**src/rtl/greenflow_pkg.sv**
```systemverilog
// Shared definitions for the GreenFlow charger power scheduler: status codes,
// FSM state encoding and the default kW width.
package greenflow_pkg;

  localparam int KW_W_DEFAULT = 16;

  localparam logic [1:0] STAT_OK      = 2'b00;
  localparam logic [1:0] STAT_CLAMP   = 2'b01;
  localparam logic [1:0] STAT_THERMAL = 2'b10;
  localparam logic [1:0] STAT_OFF     = 2'b11;

  typedef enum logic [2:0] {
    ST_IDLE   = 3'd0,
    ST_WAIT   = 3'd1,
    ST_SNAP   = 3'd2,
    ST_ALLOC  = 3'd3,
    ST_COMMIT = 3'd4,
    ST_FAULT  = 3'd5
  } state_t;

endpackage

```
**src/rtl/greenflow_alloc_step.sv**
```systemverilog
// One allocation step: grant min(req, budget) to a valid port and report the
// remaining budget and whether the request was cut short.
module greenflow_alloc_step
  import greenflow_pkg::*;
#(
  parameter int KW_W = KW_W_DEFAULT
) (
  input  logic            valid,
  input  logic [KW_W-1:0] req,
  input  logic [KW_W-1:0] budget,
  output logic [KW_W-1:0] grant,
  output logic [KW_W-1:0] budget_next,
  output logic            clamped
);

  // min/subtract; grant never exceeds budget so budget_next cannot underflow
  always_comb begin
    if (!valid) begin
      grant = '0;
    end else if (req <= budget) begin
      grant = req;
    end else begin
      grant = budget;
    end
    budget_next = budget - grant;
    clamped     = valid && (grant < req);
  end

endmodule

```
**src/rtl/greenflow_power_scheduler.sv**
```systemverilog
// Epoch-based round-robin grid budget scheduler for NUM_PORTS chargers, with
// thermal shutdown and enable gating.
module greenflow_power_scheduler
  import greenflow_pkg::*;
#(
  parameter int NUM_PORTS    = 4,
  parameter int KW_W         = KW_W_DEFAULT,
  parameter int EPOCH_CYCLES = 1000
) (
  input  logic                      clk,
  input  logic                      rst,
  input  logic                      enable,
  input  logic [KW_W-1:0]           grid_limit_kw,
  input  logic                      thermal_fault,
  input  logic [NUM_PORTS-1:0]      req_valid,
  input  logic [NUM_PORTS*KW_W-1:0] req_kw,
  output logic [NUM_PORTS*KW_W-1:0] grant_kw,
  output logic                      grant_update,
  output logic [KW_W-1:0]           budget_left_kw,
  output logic [1:0]                status_code
);

  localparam int PW = (NUM_PORTS > 1) ? $clog2(NUM_PORTS) : 1;
  localparam int CW = $clog2(EPOCH_CYCLES + 1);
  localparam logic [CW-1:0] CNT_LAST  = CW'(EPOCH_CYCLES - 1);
  localparam logic [PW-1:0] PORT_LAST = PW'(NUM_PORTS - 1);
  localparam logic [PW:0]   PORT_NUM  = (PW + 1)'(NUM_PORTS);

  state_t                    state_r;
  logic [CW-1:0]             cnt_r;
  logic [PW-1:0]             rr_ptr_r;
  logic [PW-1:0]             idx_r;
  logic [NUM_PORTS-1:0]      snap_valid_r;
  logic [NUM_PORTS*KW_W-1:0] snap_req_r;
  logic [NUM_PORTS*KW_W-1:0] work_grant_r;
  logic [KW_W-1:0]           budget_r;
  logic                      clamp_r;

  logic [PW:0]               port_sum_s;
  logic [PW-1:0]             port_s;
  logic                      cur_valid_s;
  logic [KW_W-1:0]           cur_req_s;
  logic [KW_W-1:0]           grant_s;
  logic [KW_W-1:0]           budget_next_s;
  logic                      clamped_s;
  logic [NUM_PORTS*KW_W-1:0] next_grant_s;

  // Port visited this ALLOC cycle and the grant vector including its result
  always_comb begin
    port_sum_s = {1'b0, rr_ptr_r} + {1'b0, idx_r};
    if (port_sum_s >= PORT_NUM) begin
      port_s = PW'(port_sum_s - PORT_NUM);
    end else begin
      port_s = port_sum_s[PW-1:0];
    end
    cur_valid_s  = snap_valid_r[port_s];
    cur_req_s    = snap_req_r[int'(port_s)*KW_W +: KW_W];
    next_grant_s = work_grant_r;
    next_grant_s[int'(port_s)*KW_W +: KW_W] = grant_s;
  end

  greenflow_alloc_step #(.KW_W(KW_W)) u_step (
    .valid       (cur_valid_s),
    .req         (cur_req_s),
    .budget      (budget_r),
    .grant       (grant_s),
    .budget_next (budget_next_s),
    .clamped     (clamped_s)
  );

  // Scheduler FSM; grants are published on entry to COMMIT so an aborted
  // epoch never leaks partial results
  always_ff @(posedge clk) begin
    if (rst) begin
      state_r        <= ST_IDLE;
      cnt_r          <= '0;
      rr_ptr_r       <= '0;
      idx_r          <= '0;
      snap_valid_r   <= '0;
      snap_req_r     <= '0;
      work_grant_r   <= '0;
      budget_r       <= '0;
      clamp_r        <= 1'b0;
      grant_kw       <= '0;
      budget_left_kw <= '0;
      grant_update   <= 1'b0;
      status_code    <= STAT_OFF;
    end else if ((state_r != ST_IDLE) && thermal_fault) begin
      state_r        <= ST_FAULT;
      cnt_r          <= '0;
      grant_kw       <= '0;
      budget_left_kw <= '0;
      status_code    <= STAT_THERMAL;
      grant_update   <= (state_r != ST_FAULT);
    end else if (!enable) begin
      state_r      <= ST_IDLE;
      cnt_r        <= '0;
      grant_kw     <= '0;
      status_code  <= STAT_OFF;
      grant_update <= 1'b0;
    end else begin
      grant_update <= 1'b0;
      case (state_r)
        ST_IDLE: begin
          state_r <= ST_WAIT;
          cnt_r   <= '0;
        end
        ST_WAIT: begin
          cnt_r <= cnt_r + CW'(1);
          if (cnt_r == CNT_LAST) begin
            state_r <= ST_SNAP;
          end else begin
            state_r <= ST_WAIT;
          end
        end
        ST_SNAP: begin
          snap_valid_r <= req_valid;
          snap_req_r   <= req_kw;
          budget_r     <= grid_limit_kw;
          work_grant_r <= '0;
          clamp_r      <= 1'b0;
          idx_r        <= '0;
          state_r      <= ST_ALLOC;
        end
        ST_ALLOC: begin
          work_grant_r <= next_grant_s;
          budget_r     <= budget_next_s;
          clamp_r      <= clamp_r | clamped_s;
          idx_r        <= idx_r + PW'(1);
          if (idx_r == PORT_LAST) begin
            state_r        <= ST_COMMIT;
            grant_kw       <= next_grant_s;
            budget_left_kw <= budget_next_s;
            grant_update   <= 1'b1;
            status_code    <= (clamp_r | clamped_s) ? STAT_CLAMP : STAT_OK;
            rr_ptr_r       <= (rr_ptr_r == PORT_LAST) ? '0 : rr_ptr_r + PW'(1);
          end else begin
            state_r <= ST_ALLOC;
          end
        end
        ST_COMMIT: begin
          cnt_r   <= '0;
          state_r <= ST_WAIT;
        end
        ST_FAULT: begin
          cnt_r   <= '0;
          state_r <= ST_WAIT;
        end
        default: begin
          state_r <= ST_IDLE;
          cnt_r   <= '0;
        end
      endcase
    end
  end

endmodule

```
**config.mk**
```make
export PLATFORM = sky130hd
export DESIGN_NAME = greenflow_power_scheduler
export DESIGN_NICKNAME = d
export VERILOG_FILES = /design/src/rtl/greenflow_pkg.sv /design/src/rtl/greenflow_alloc_step.sv /design/src/rtl/greenflow_power_scheduler.sv
export SDC_FILE = /design/constraint.sdc
export NUM_CORES = 1
export LEC_CHECK = 0
export ABC_AREA = 1
export BUFFER_PORTS_ARGS = -buffer_cell sky130_fd_sc_hd__buf_4
export CAP_MARGIN = 20
export CORE_ASPECT_RATIO = 1.1
export CORE_MARGIN = 3
export CORE_UTILIZATION = 55
export CTS_CLUSTER_SIZE = 12
export DETAILED_ROUTE_END_ITERATION = 16
export PLACE_DENSITY = 0.76
export SETUP_SLACK_MARGIN = 0.15
export SLEW_MARGIN = 5
export SYNTH_ARGS = -nofsm -noshare
export SYNTH_HDL_FRONTEND = slang
export SYNTH_HIERARCHICAL = 1
export SYNTH_SLANG_ARGS = --single-unit
```
**constraint.sdc**
```tcl
create_clock -name clk -period 5.7 [get_ports clk]
set_clock_uncertainty 0.15 [all_clocks]
set_input_delay 0.285 -clock clk [delete_from_list [all_inputs] [get_ports clk]]
set_output_delay 0.285 -clock clk [all_outputs]
set_load 0.01 [all_outputs]
```
# After elaboration in Yosys (flattened, before gate mapping)
# Index checks and enable logic that the tools add are counted.
# Widths: inputs -> output; s select.
[word_totals]
register_bits = 249
inputBits = 88
output_inout_bits = 83
elab_cells = 84
[classes]
addsub = 7
order_cmp = 4
n_eq_ne = 11
shifts = 3
mux = 26
n_bitwise = 3
reduce_logical = 15
[op_table]
columns = ["op", "count"]
rows = [
  ["$pmux 64 s2", 1],
  ["$bwmux 64", 1],
  ["$shift 16x33->64 const A", 1],
  ["$shiftx 16x33->64", 1],
  ["$shiftx 64x7->16", 1],
  ["$neg 6->33", 1],
  ["$mux 16", 2],
  ["$pmux 16 s2", 1],
  ["$pmux 10 s2", 1],
  ["$le 16x16->1", 1],
  ["$lt 16x16->1", 1],
  ["$sub 16x16->16", 1],
  ["$pmux 3 s4", 1],
  ["$add 10x1->10 const B", 1],
  ["$eq 10x10->1 const B", 1],
  ["$mux 1", 10],
  ["$mux 3", 3],
  ["$reduce_and 3->1", 3],
  ["$eq 3x2->1 const B", 2],
  ["$eq 3x3->1 const B", 2],
  ["$mux 2", 3],
  ["$ne 3x1->1 const B", 2],
  ["$reduce_or 3->1", 2],
  ["$add 2x1->2 const B", 2],
  ["19 further kinds", 24],
]

# Logic depth before layout (Yosys ltp)
[logic_depth]
ltp_word = 15
depth_mapped = 40
ltp_nobuf = 38

# Modules after synthesis
# Netlist, hierarchy kept.
[by_module_without_submodules]
columns = ["module", "instances", "cells_each", "area_per_inst_um2", "seq_area_each_um2"]
rows = [
  ["greenflow_power_scheduler", 1, 1708, 11409.7, 4984.8],
  ["greenflow_alloc_step", 1, 292, 1794.2, 0.0],
]

# Least setup slack after synthesis
# Ideal clock, no wire load.
[synth_path]
path_type = "flip-flop to flip-flop"
start = "register rr_ptr_r[0]"
end = "register budget_r[12]"
setup_time_ns = 0.070
arrival_ns = 4.542
required_time_ns = 5.480
setup_slack_ns = 0.937
stages_incl_launch_ff = 35
n_path_buf = 3
synth_period_minus_slack_ns = 4.763
path_cell_list = "dfxtp_1 -> ha_1 -> buf_2 -> buf_1 -> nand2_1 -> o21ai_0 -> o21ai_0 -> ha_1 -> nand2_1 -> nor2_1 -> nand2_1 -> nand2_1 -> nand2_1 -> nand2_2 -> nand2_2 -> inv_2 -> buf_2 -> nor2_1 -> nor3_2 -> inv_1 -> fa_1 -> nand3_1 -> nand3_1 -> a21o_1 -> a21oi_2 -> o21ai_2 -> nand3_1 -> nand2_1 -> nand3_1 -> nand2_1 -> xor2_1 -> nand2_1 -> nand2_1 -> nand2_1 -> a21oi_1"
[synth_between]
elab_chain_len = 9
elab_cells_between_ends = 12
cone_classes = "add/sub: 3; order compare: 2; shift: 1; mux: 6"
[synth_lines]
columns = ["element", "line", "text"]
rows = [
  ["from (decl)", "greenflow_power_scheduler.sv:31", "logic [PW-1:0] rr_ptr_r;"],
  ["from (signal assigned)", "greenflow_power_scheduler.sv:136", "rr_ptr_r <= (rr_ptr_r == PORT_LAST) ? '0 : rr_ptr_r + PW'(1);"],
  ["$add 2x2->3 (*)", "greenflow_power_scheduler.sv:50", "port_sum_s = {1'b0, rr_ptr_r} + {1'b0, idx_r};"],
  ["$ge 3x3->1 / $sub 2x1->2 (equally long branches)", "greenflow_power_scheduler.sv:51, greenflow_power_scheduler.sv:52", ""],
  ["$mux 2 (*)", "greenflow_power_scheduler.sv:51", "if (port_sum_s >= PORT_NUM) begin"],
  ["$shiftx 64x7->16 (*)", "greenflow_power_scheduler.sv:57", "cur_req_s = snap_req_r[int'(port_s)*KW_W +: KW_W];"],
  ["named net cur_req_s[7]", "greenflow_power_scheduler.sv:42", "logic [KW_W-1:0] cur_req_s;"],
  ["$le 16x16->1 (*)", "greenflow_alloc_step.sv:20", "end else if (req <= budget) begin"],
  ["$mux 16 (*)", "greenflow_alloc_step.sv:20", ""],
  ["$mux 16 (*)", "greenflow_alloc_step.sv:18", "if (!valid) begin"],
  ["named net grant_s[1]", "greenflow_power_scheduler.sv:43", "logic [KW_W-1:0] grant_s;"],
  ["$sub 16x16->16 (*)", "greenflow_alloc_step.sv:25", "budget_next = budget - grant;"],
  ["named net budget_next_s[12]", "greenflow_power_scheduler.sv:44", "logic [KW_W-1:0] budget_next_s;"],
  ["$pmux 16 s2 (*)", "greenflow_power_scheduler.sv:103", "case (state_r)"],
  ["to (signal assigned)", "greenflow_power_scheduler.sv:119", "budget_r <= grid_limit_kw;"],
  ["to (signal assigned)", "greenflow_power_scheduler.sv:127", "budget_r <= budget_next_s;"],
  ["to (decl)", "greenflow_power_scheduler.sv:36", "logic [KW_W-1:0] budget_r;"],
]
# Mark *: on every way through the listed nets, which the timed path passes. The rest lies on a longest branch. The select of a mux whose other input is x is not followed.
# A chain may end at the register's enable or synchronous reset.

# Final worst setup path
# Same ends and word-level chain as after synthesis.

==> run_results.csv <==
group,metric,value,unit
floorplan,start_util,56.9,%
clocking,cts_buffers,27,
clocking,cts_max_path_buffers,3,
sta,fmax,0.195,GHz
worst_hold_path,min_path_cells,2,
drt,routed.top_layer,"met4",
critical_path,rr_startpoint,"rr_ptr_r[0]",
layout,diodes,0,
drt,routed_wl,38300,um
critical_path,cp-start-kind,"flip-flop",
drt,drc_errors,0,
clocking,cts_tree,"yes",
status,status,"complete, no violations",
synth,synth_nets,2144,
power,ir_worst_vdd,0.221,mV
drt,routed_via_density,5.21,
sta,tns,0,ns
placement,gp_congestion,0.945,
synth,yosysUniqueCellTypes,51,
clocking,post_cts_buffers,0,
synth,synth_ff_type,"dfxtp_1",
critical_path,reg2reg_depth,30,
critical_path,required,6.02,ns
layout,area_growth,23.6,%
synth,syn_area,13200,um2
clocking,path_clk_slew,0.06,ns
grt,grt_pass1_wl,61600,um
layout,mostFrequentLayoutCell,"nand2_1",
critical_path,worstReg2RegEnd,"budget_r[12]",
run,cap_violations,0,
critical_path,rrSetupSlack,0.58,ns
drt,drtIter0Drc,964,
drt,wl_met3,2130,um
layout,drive_above_1_share,13.8,%
grt,grt_use_total,28.4,%
sta,hold_viol_final,0,
drt,met1Wirelength,15300,um
grt,grt_max_degree,130,
synth,async_reset_ff_share,0,%
sta,setup_viol_count_final,0,
critical_path,cp.arrival,5.44,ns
power,p_per_area,226,nW/um2
critical_path,cp_max_fo,54,
drt,wl_per_cell,15.2,um
layout,layout_common_cells,"nand2_1, nor2_1, inv_1",
synth,synth_edf_count,0,
synth,seq_area_frac_synth,37.8,%
power,leakagePower,7.87,nW
floorplan,dieHeight,169,um
drt,wl_met2,19300,um
placement,io_buffers,170,
layout,nets,2352,
floorplan,dieWidth,154,um
critical_path,crit_type,"reg2reg",
power,power,3.68,mW
synth,synth_warnings,6,
synth,syn_avg_cell_area,6.60,um2
grt,grt_pass1_vias,12500,
worst_hold_path,min_path_type,"in2reg",
layout,fill_cells,2000,
placement,preCtsSetupSlack,0.374,ns
grt,grt.overflow.total,0,
floorplan,rows,58,
sta,period_needed,5.12,ns
critical_path,cpMaxStageDelayCell,"dfxtp_1",
critical_path,crit_path_end_kind,"flip-flop",
grt,antenna_found_initial,0,
clocking,clk_latency,0.53,ns
worst_hold_path,min-delay-start,"rst",
critical_path,cp_common_cell,"nand2_1",
critical_path,cp_slowest_stage_delay,0.41,ns
floorplan,ioPinCount,171,
worst_hold_path,min_delay_worst_endpoint,"state_r[0]",
drt,vias,13200,
floorplan,die-area,25900,um2
sta,rsz0062_at_grt,"false",
clocking,cts.sinks,249,
clocking,htreeDepth,1,
placement,hpwl,25500,um
drt,final_antenna_net_count,0,
clocking,root_buffer,"clkbuf_16",
sta,finalCritPeriodShare,89.9,%
synth,synth-seq-cells,249,
sta,slew_viol_final,0,
synth,synth_cells,2000,
sta,worst_slew_pin_slew,0.993,ns
sta,worst_slack,0.576,ns
floorplan,coreArea,23200,um2
sta,maxSlewHeadroom,33.6,%
drt,first_pass_iters,5,
[area by class of cell]
cell class / instances / area, um2 / area share [%]
inverters: 273 / 1040 / 6.35
clock inverters: 6 / 109 / 0.667
repair buffers: 279 / 2350 / 14.4
flip-flops and latches: 249 / 4980 / 30.5
well taps: 300 / 375 / 2.30
multi-input cells: 1378 / 6680 / 40.9
clock buffers: 42 / 792 / 4.85
[registers in the layout (all words and copies together) (netlist names)]
signal,count
state_r,3
grant_kw,64
cnt_r,10
status_code,2
snap_valid_r,4
work_grant_r,64
idx_r,2
snap_req_r,64
budget_left_kw,16
budget_r,16
clamp_r,1
rr_ptr_r,2
grant_update,1
[per-stage QoR]
step / cells / util, % / hold WS, ns / area [um2]
floorplan: 2000 / - / 0.263 / 13200
global placement: 2392 / 62.4 / 0.291 / 14500
detailed placement: 2392 / 62.4 / 0.296 / 14500
CTS: 2526 / 70.0 / 0.0334 / 16300
global route: 2527 / 70.3 / 0.0622 / 16300
finish: 2527 / 70.3 / 0.0548 / 16300
[routing by layer]
| metal | vias up | global-route usage [%] |
|---|---|---|
| li1 | 6615 | - |
| met1 | 6040 | 33.9 |
| met2 | 408 | 51.8 |
| met3 | 112 | 3.35 |
| met4 | 0 | 11.9 |
| met5 | - | 0 |
[critical path, delay by kind of cell, from the launching register on]
kind	cells	cell delay (ns)
DFF	1	0.41
AOI/OAI and AO/OA	7	1.40
adders and majority gates	4	1.20
buffers and inverters	2	0.25
xor gates and xnor gates	1	0.18
and+or+nand+nor	16	1.43
[how the worst max path moves through the flow]
stage	from	to	slack, ns	cells past startpoint
2_1_floorplan	rr_ptr_r[0]	budget_r[12]	0.94	34
3_3_place_gp	idx_r[0]	budget_r[12]	0.51	32
3_5_place_dp	rr_ptr_r[0]	budget_r[15]	0.37	27
4_1_cts	idx_r[0]	budget_r[13]	0.36	30
5_1_grt	rr_ptr_r[0]	budget_r[13]	0.15	32
6_report	rr_ptr_r[0]	budget_r[12]	0.58	30
[cell families after synthesis]
logic type               synth area share [%]
AO/OA/AOI/OAI                            14.3
flip-flops                               37.8
adder cells (fa/ha/maj)                  5.36
buffers and inverters                    12.0
AND/OR/NAND/NOR                          29.5
XOR/XNOR                                 1.13
[cell usage after synthesis (8+ instances only)]
library cell    n  area share (%)
o21ai_0       207             7.8
o211ai_1       15            0.85
nand3_1        20            0.76
buf_6          14             1.2
nor3_1          8            0.30
clkbuf_1       36             1.0
inv_1         262             7.4
nor2_1        345             9.8
xor2_1         14            0.93
a21oi_1        74             2.8
nor3_2         10            0.76
nor2_2         32             1.5
ha_1           55             5.2
buf_2          38             1.4
nand2_1       518              15
o22ai_1        35             1.7
dfxtp_1       249              38
[report_power, final]
part           internal, mW  switching [mW]  leakage, nW
clock network          1.08           0.699        0.441
logic                0.0864          0.0706         5.42
registers              1.74         0.00176         2.01
total                  2.91           0.772         7.87
[what timing repair did]
item / in CTS / in global routing
gates resized for setup: 0 / 10
hold endpoints to repair: 87 / 0
setup endpoints to repair: 0 / 14
hold buffers: 86 / 0
No activity file was read; power rests on OpenSTA's default activity.
